==> src/rtl/alu_mac_pkg.sv <==
// Shared types for the alu_mac accumulator ALU: opcode, operand-select and FSM state encodings.
package alu_mac_pkg;

  typedef enum logic [1:0] {
    OP_LOAD = 2'b00,
    OP_ADD  = 2'b01,
    OP_MUL  = 2'b10,
    OP_MAC  = 2'b11
  } op_t;

  typedef enum logic [1:0] {
    SEL_IMM  = 2'b00,
    SEL_SW   = 2'b01,
    SEL_REG  = 2'b10,
    SEL_ZERO = 2'b11
  } sel_t;

  typedef enum logic [1:0] {
    IDLE  = 2'b00,
    MULT  = 2'b01,
    WRITE = 2'b10
  } state_t;

endpackage

==> src/rtl/alu_mac_seq_mult.sv <==
// Iterative W-cycle signed shift-add multiplier; the multiplier MSB is weighted negatively
// on the last iteration so the 2W-bit product is exact for all signed operand pairs.
module seq_mult #(
  parameter int W = 8
) (
  input  logic             Clock,
  input  logic             nReset,
  input  logic             start,
  input  logic [W-1:0]     a,
  input  logic [W-1:0]     b,
  output logic             busy,
  output logic [2*W-1:0]   product
);

  localparam int CW = $clog2(W);

  logic [2*W-1:0] mcand_reg;
  logic [W-1:0]   mplier_reg;
  logic [2*W-1:0] product_reg;
  logic [CW-1:0]  count_reg;
  logic           busy_reg;

  always_ff @(posedge Clock or negedge nReset) begin
    if (!nReset) begin
      mcand_reg   <= '0;
      mplier_reg  <= '0;
      product_reg <= '0;
      count_reg   <= '0;
      busy_reg    <= 1'b0;
    end else if (start) begin
      mcand_reg   <= {{W{a[W-1]}}, a};
      mplier_reg  <= b;
      product_reg <= '0;
      count_reg   <= CW'(W - 1);
      busy_reg    <= 1'b1;
    end else if (busy_reg) begin
      // count 0 means the sign bit of the multiplier: subtract instead of add
      if (mplier_reg[0])
        product_reg <= (count_reg == '0) ? product_reg - mcand_reg : product_reg + mcand_reg;
      mcand_reg  <= mcand_reg << 1;
      mplier_reg <= mplier_reg >> 1;
      if (count_reg == '0)
        busy_reg <= 1'b0;
      else
        count_reg <= count_reg - 1'b1;
    end
  end

  assign busy    = busy_reg;
  assign product = product_reg;

endmodule

==> src/rtl/alu_mac.sv <==
// W-bit signed accumulator ALU (LOAD/ADD/MUL/MAC) with a multi-cycle multiply path.
// Define ALU_SAT_EN to clamp ADD/MUL/MAC results and report clipping on Sat; otherwise results wrap.
module alu_mac
  import alu_mac_pkg::*;
#(
  parameter int W    = 8,
  parameter int FRAC = 0
) (
  input  logic         Clock,
  input  logic         nReset,
  input  logic [W-1:0] Imm,
  input  logic [W-1:0] SW,
  input  logic [W-1:0] RegData,
  input  logic [1:0]   Sel,
  input  logic [1:0]   Op,
  input  logic         Start,
  output logic         Busy,
  output logic         Done,
  output logic         Sat,
  output logic [W-1:0] ACC
);

  localparam int CW = $clog2(W);
  localparam int XW = 2 * W + 1;

  state_t         state_reg, state_next;
  logic [CW-1:0]  count_reg;
  logic [W-1:0]   acc_reg;
  logic [W-1:0]   snap_reg;
  op_t            op_reg;
  logic           done_reg;

  logic [W-1:0]   b_sel;
  logic           accept_simple;
  logic           mult_start;
  logic [W-1:0]   mult_a, mult_b;
  logic           mult_busy;
  logic [2*W-1:0] mult_product;

  logic signed [2*W-1:0] shifted;
  logic signed [XW-1:0]  add_ext, write_ext, res_ext;
  logic [W-1:0]          res_w;
  logic                  res_clip;

  always_comb begin
    b_sel = '0;
    case (sel_t'(Sel))
      SEL_IMM:  b_sel = Imm;
      SEL_SW:   b_sel = SW;
      SEL_REG:  b_sel = RegData;
      default:  b_sel = '0;
    endcase
  end

  // State register
  always_ff @(posedge Clock or negedge nReset) begin
    if (!nReset) begin
      state_reg <= IDLE;
      count_reg <= '0;
    end else begin
      state_reg <= state_next;
      if (mult_start)
        count_reg <= CW'(W - 1);
      else if (state_reg == MULT && count_reg != '0)
        count_reg <= count_reg - 1'b1;
    end
  end

  // Next-state logic
  always_comb begin
    state_next = state_reg;
    case (state_reg)
      IDLE:    if (Start && (op_t'(Op) == OP_MUL || op_t'(Op) == OP_MAC)) state_next = MULT;
      MULT:    if (count_reg == '0) state_next = WRITE;
      WRITE:   state_next = IDLE;
      default: state_next = IDLE;
    endcase
  end

  // Output / control decode
  always_comb begin
    accept_simple = 1'b0;
    mult_start    = 1'b0;
    mult_a        = acc_reg;
    mult_b        = b_sel;
    if (state_reg == IDLE && Start) begin
      if (op_t'(Op) == OP_LOAD || op_t'(Op) == OP_ADD)
        accept_simple = 1'b1;
      else
        mult_start = 1'b1;
    end
    if (op_t'(Op) == OP_MAC) begin
      mult_a = b_sel;
      mult_b = Imm;
    end
  end

  seq_mult #(.W(W)) u_seq_mult (
    .Clock   (Clock),
    .nReset  (nReset),
    .start   (mult_start),
    .a       (mult_a),
    .b       (mult_b),
    .busy    (mult_busy),
    .product (mult_product)
  );

  // Everything is widened to 2W+1 bits so a single reduction stage serves all ops
  assign shifted   = $signed(mult_product) >>> FRAC;
  assign add_ext   = XW'($signed(acc_reg)) + XW'($signed(b_sel));
  assign write_ext = (op_reg == OP_MAC) ? XW'($signed(snap_reg)) + XW'(shifted) : XW'(shifted);
  assign res_ext   = (state_reg == WRITE) ? write_ext : add_ext;

`ifdef ALU_SAT_EN
  localparam logic signed [XW-1:0] MAX_X = {{(W + 2){1'b0}}, {(W - 1){1'b1}}};
  localparam logic signed [XW-1:0] MIN_X = {{(W + 2){1'b1}}, {(W - 1){1'b0}}};
  logic sat_reg;

  always_comb begin
    res_w    = res_ext[W-1:0];
    res_clip = 1'b0;
    if (res_ext > MAX_X) begin
      res_w    = MAX_X[W-1:0];
      res_clip = 1'b1;
    end else if (res_ext < MIN_X) begin
      res_w    = MIN_X[W-1:0];
      res_clip = 1'b1;
    end
  end

  always_ff @(posedge Clock or negedge nReset) begin
    if (!nReset)
      sat_reg <= 1'b0;
    else if (accept_simple)
      sat_reg <= (op_t'(Op) == OP_ADD) ? res_clip : 1'b0;
    else if (state_reg == WRITE)
      sat_reg <= res_clip;
  end

  assign Sat = sat_reg;
`else
  logic unused_res;
  assign res_w      = res_ext[W-1:0];
  assign res_clip   = 1'b0;
  assign unused_res = ^{res_ext[XW-1:W], res_clip};
  assign Sat        = 1'b0;
`endif

  always_ff @(posedge Clock or negedge nReset) begin
    if (!nReset) begin
      acc_reg  <= '0;
      snap_reg <= '0;
      op_reg   <= OP_LOAD;
      done_reg <= 1'b0;
    end else begin
      done_reg <= 1'b0;
      if (accept_simple) begin
        acc_reg  <= (op_t'(Op) == OP_LOAD) ? b_sel : res_w;
        done_reg <= 1'b1;
      end
      if (mult_start) begin
        op_reg   <= op_t'(Op);
        snap_reg <= acc_reg;
      end
      if (state_reg == WRITE) begin
        acc_reg  <= res_w;
        done_reg <= 1'b1;
      end
    end
  end

  logic unused_busy;
  assign unused_busy = mult_busy;

  assign Busy = (state_reg != IDLE);
  assign Done = done_reg;
  assign ACC  = acc_reg;

endmodule
==> config.mk <==
export PLATFORM = sky130hd
export DESIGN_NAME = alu_mac
export DESIGN_NICKNAME = d
export VERILOG_FILES = /design/src/rtl/alu_mac_pkg.sv /design/src/rtl/alu_mac_seq_mult.sv /design/src/rtl/alu_mac.sv
export SDC_FILE = /design/constraint.sdc
export NUM_CORES = 1
export LEC_CHECK = 0
export ABC_AREA = 1
export CORE_AREA = 2 2 91 93
export CTS_BUF_LIST = sky130_fd_sc_hd__clkbuf_16
export DETAILED_ROUTE_END_ITERATION = 7
export DIE_AREA = 0 0 93 95
export PLACE_DENSITY = 0.72
export SLEW_MARGIN = 40
export SYNTH_ARGS = -nofsm -noshare
export SYNTH_HDL_FRONTEND = slang
export SYNTH_SLANG_ARGS = --single-unit
==> constraint.sdc <==
create_clock -name Clock -period 6.9 [get_ports Clock]
set_clock_uncertainty 0.2 [all_clocks]
set_input_delay 0.69 -clock Clock [delete_from_list [all_inputs] [get_ports Clock]]
set_output_delay 0.69 -clock Clock [all_outputs]
set_load 0.02 [all_outputs]
==> impl_metrics.ini <==
[synthesis]
synth_mux_area_frac = 0
syn_avg_cell_area_um2 = 6.92
synthArstFlopShare = 1.00
synthAdderAreaFrac = 0.101
synth_most_common_cell = nand2_1
ys_top_cells_by_area = dfrtp_1, nand2_1, ha_1
ys_ff_latch = 52
synth_top_family_by_area = simple AND/OR/NAND/NOR gates
synth_area_um2 = 3810
synth_top_area_share = 0.341
synth-simple-area-share = 0.299
yosys-top-cells-count = nand2_1, inv_1, dfrtp_1, nor2_1, o21ai_0
synth_enable_flop_cells = 0
synth-compound-area-share = 0.144
synth_xor_area_frac = 0.0207
yosys.area.top_type = dfrtp_1
ys_types = 30
synth_ff_type = dfrtp_1
syn_inst = 551
synth-seq-area-share = 0.341
syn_nets = 611
ys_warn_count = 0

[layout]
final_cell_area_um2 = 4460
layout.nets = 650
fillers = 786
seq_area_um2 = 1300
syn_to_final_growth_pct = 17.1
utilization = 0.563
drive_above_1_share = 0.0389
antenna_cells = 0
multi_input_area_um2 = 2160

[route]
met2_length_um = 4750
dr_wl_met3_um = 610
route.detailed.drc = 0
drt_iter0_drc = 282
wire_per_inst_um = 14.7
dr.pass1.iters = 5
drtAntennaViolNets = 0
wl_met1_um = 4580
avgViaCountPerCell = 5.38
top_layer_used = met4
wl_um = 10200
num_vias = 3745

[grt]
grt_usage = 0.243
grt_pass1_wl_um = 16800
grt_max_degree = 53
grt_pass1_vias = 3509
antenna_found_initial = 0
grt.overflow.total = 0

[job]
maxCapViolCount = 0

[power_and_ir_drop]
p_total_mw = 2.09
peakVddDrop_v = 0.000267
static-leakage-power_nw = 2.33
p_per_area_nw_per_um2 = 467

[sta]
final.min_clock_period_ns = 3.13
tightest_slew_ns = 0.681
rsz0062_at_grt = false
slew_headroom = 0.546
fin_setup_tns_ns = 0
drv_slew = 0
fmax_ghz = 0.319
setup_viol = 0
final_hold_viol_count = 0
timing.final.crit_share = 0.454

[setup_path]
startpoint_type = primary input
path_class = primary input to flip-flop
cp.arrival_ns = 3.12
cp_max_fo = 8
critPathCaptureType = flip-flop
required_ns = 6.88

[floorplan]
io_pins = 42
rows = 33
fp.dieW_um = 93
die_area_um2 = 8840
die_y_um = 95
initial_core_util = 0.481
core_um2 = 7930

[place]
globalplace.congestion = 0.938
placed_area_um2 = 4300
hpwl_um = 7880
numPortBuffers = 40

[min_path]
holdCritPathClass = flip-flop to flip-flop

[cts]
clk_latency_ns = 0.29
cts.path.max_buffers = 2
cts_buffers = 5
cts_tree = yes
htreeDepth = 2
cts_root_buffer = clkbuf_16
ctsHoldBuffers = 0
cts_resized = 0
postCtsSetupRepairBufs = 0
cts_num_sinks = 52
clk_pin_slew_worst_paths_ns = 0.07

[run_status]
status = complete, no violations
## through the flow
stage / setup slack (ns) / std cells / hold slack (ns)
after floorplan: 4.24 / 551 / 0.194
after global placement: 3.56 / 688 / 0.251
after detailed placement: 3.46 / 688 / 0.269
after CTS: 3.77 / 696 / 0.284
after global routing: 3.44 / 696 / 0.319
final: 3.77 / 696 / 0.283
## report_power, final
part,switching [mW],internal (mW)
Combinational,0.736,0.474
Sequential,0.142,0.447
Clock,0.115,0.171
Total,0.993,1.09
## layout make-up
type,instances,area share
Multi-Input combinational cell,409,0.483
Sequential cell,52,0.291
Timing Repair Buffer,41,0.0902
Inverter,81,0.0681
Tap cell,105,0.0294
Clock buffer,5,0.0280
Clock inverter,3,0.00953
## path summary, 6_finish.rpt
check | start | endpoint | slack [ns] | cells past startpoint
worst max-delay path | Sel[1] | ACC[6] | 3.77 | 17
min in group asynchronous | nReset | ACC[2] | 0.31 | 2
max in group asynchronous | nReset | u_seq_mult.product[1] | 5.72 | 2
worst min-delay path | op_reg[1] | op_reg[1] | 0.28 | 1
worst min register to register | op_reg[1] | op_reg[1] | 0.28 | 1
worst max register to register | u_seq_mult.mcand_reg[0] | u_seq_mult.product[7] | 4.30 | 16
## layer usage
metal,GRT usage,vias up
met5,0,-
met1,0.329,1742
met3,0.0295,17
met2,0.409,116
li1,-,1870
met4,0.0772,0
## kinds of logic (layout without fill, tap and decap cells)
family / Yosys count / after routing
and+or+nand+nor: 270 / 270
AOI/OAI and AO/OA: 100 / 100
buffers and inverters: 90 / 130
DFF: 52 / 52
adders and majority gates: 29 / 29
xor gates and xnor gates: 9 / 9
other: 1 / 1
## worst max-delay path, cell delays in order
cell and delay (ns):
clkdlybuf4s50_1 0.51, nor2_2 0.29, nand2_1 0.08, o211ai_1 0.18, ha_1 0.25, inv_1 0.06, fa_1 0.37, inv_1 0.08
nand3_1 0.06, nand2_1 0.12, nand2_1 0.08, nand2_1 0.06, nand2_1 0.04, nand3_1 0.06, nand2_1 0.06, nand3_1 0.06
nand2_1 0.05
## layout by cell type, fill, tap and decap left out, drive strengths merged
master | netlist | routed
buf | 8 | 2
nor3 | 2 | 2
a31oi | 1 | 1
nand4 | 6 | 6
a21oi | 32 | 32
nand3 | 37 | 37
or2 | 2 | 2
o21ai | 43 | 43
o22ai | 12 | 12
clkbuf | 1 | 5
conb | 1 | 1
bufinv | 0 | 1
clkinv | 0 | 2
nand3b | 3 | 3
nand2 | 170 | 170
fa | 3 | 3
o211ai | 9 | 9
xnor2 | 2 | 2
o32ai | 2 | 2
dfrtp | 52 | 52
clkdlybuf4s50 | 0 | 39
ha | 26 | 26
a211oi | 1 | 1
nor2 | 50 | 50
xor2 | 7 | 7
inv | 81 | 81
Note: power is estimated with default switching activity, not from simulation.
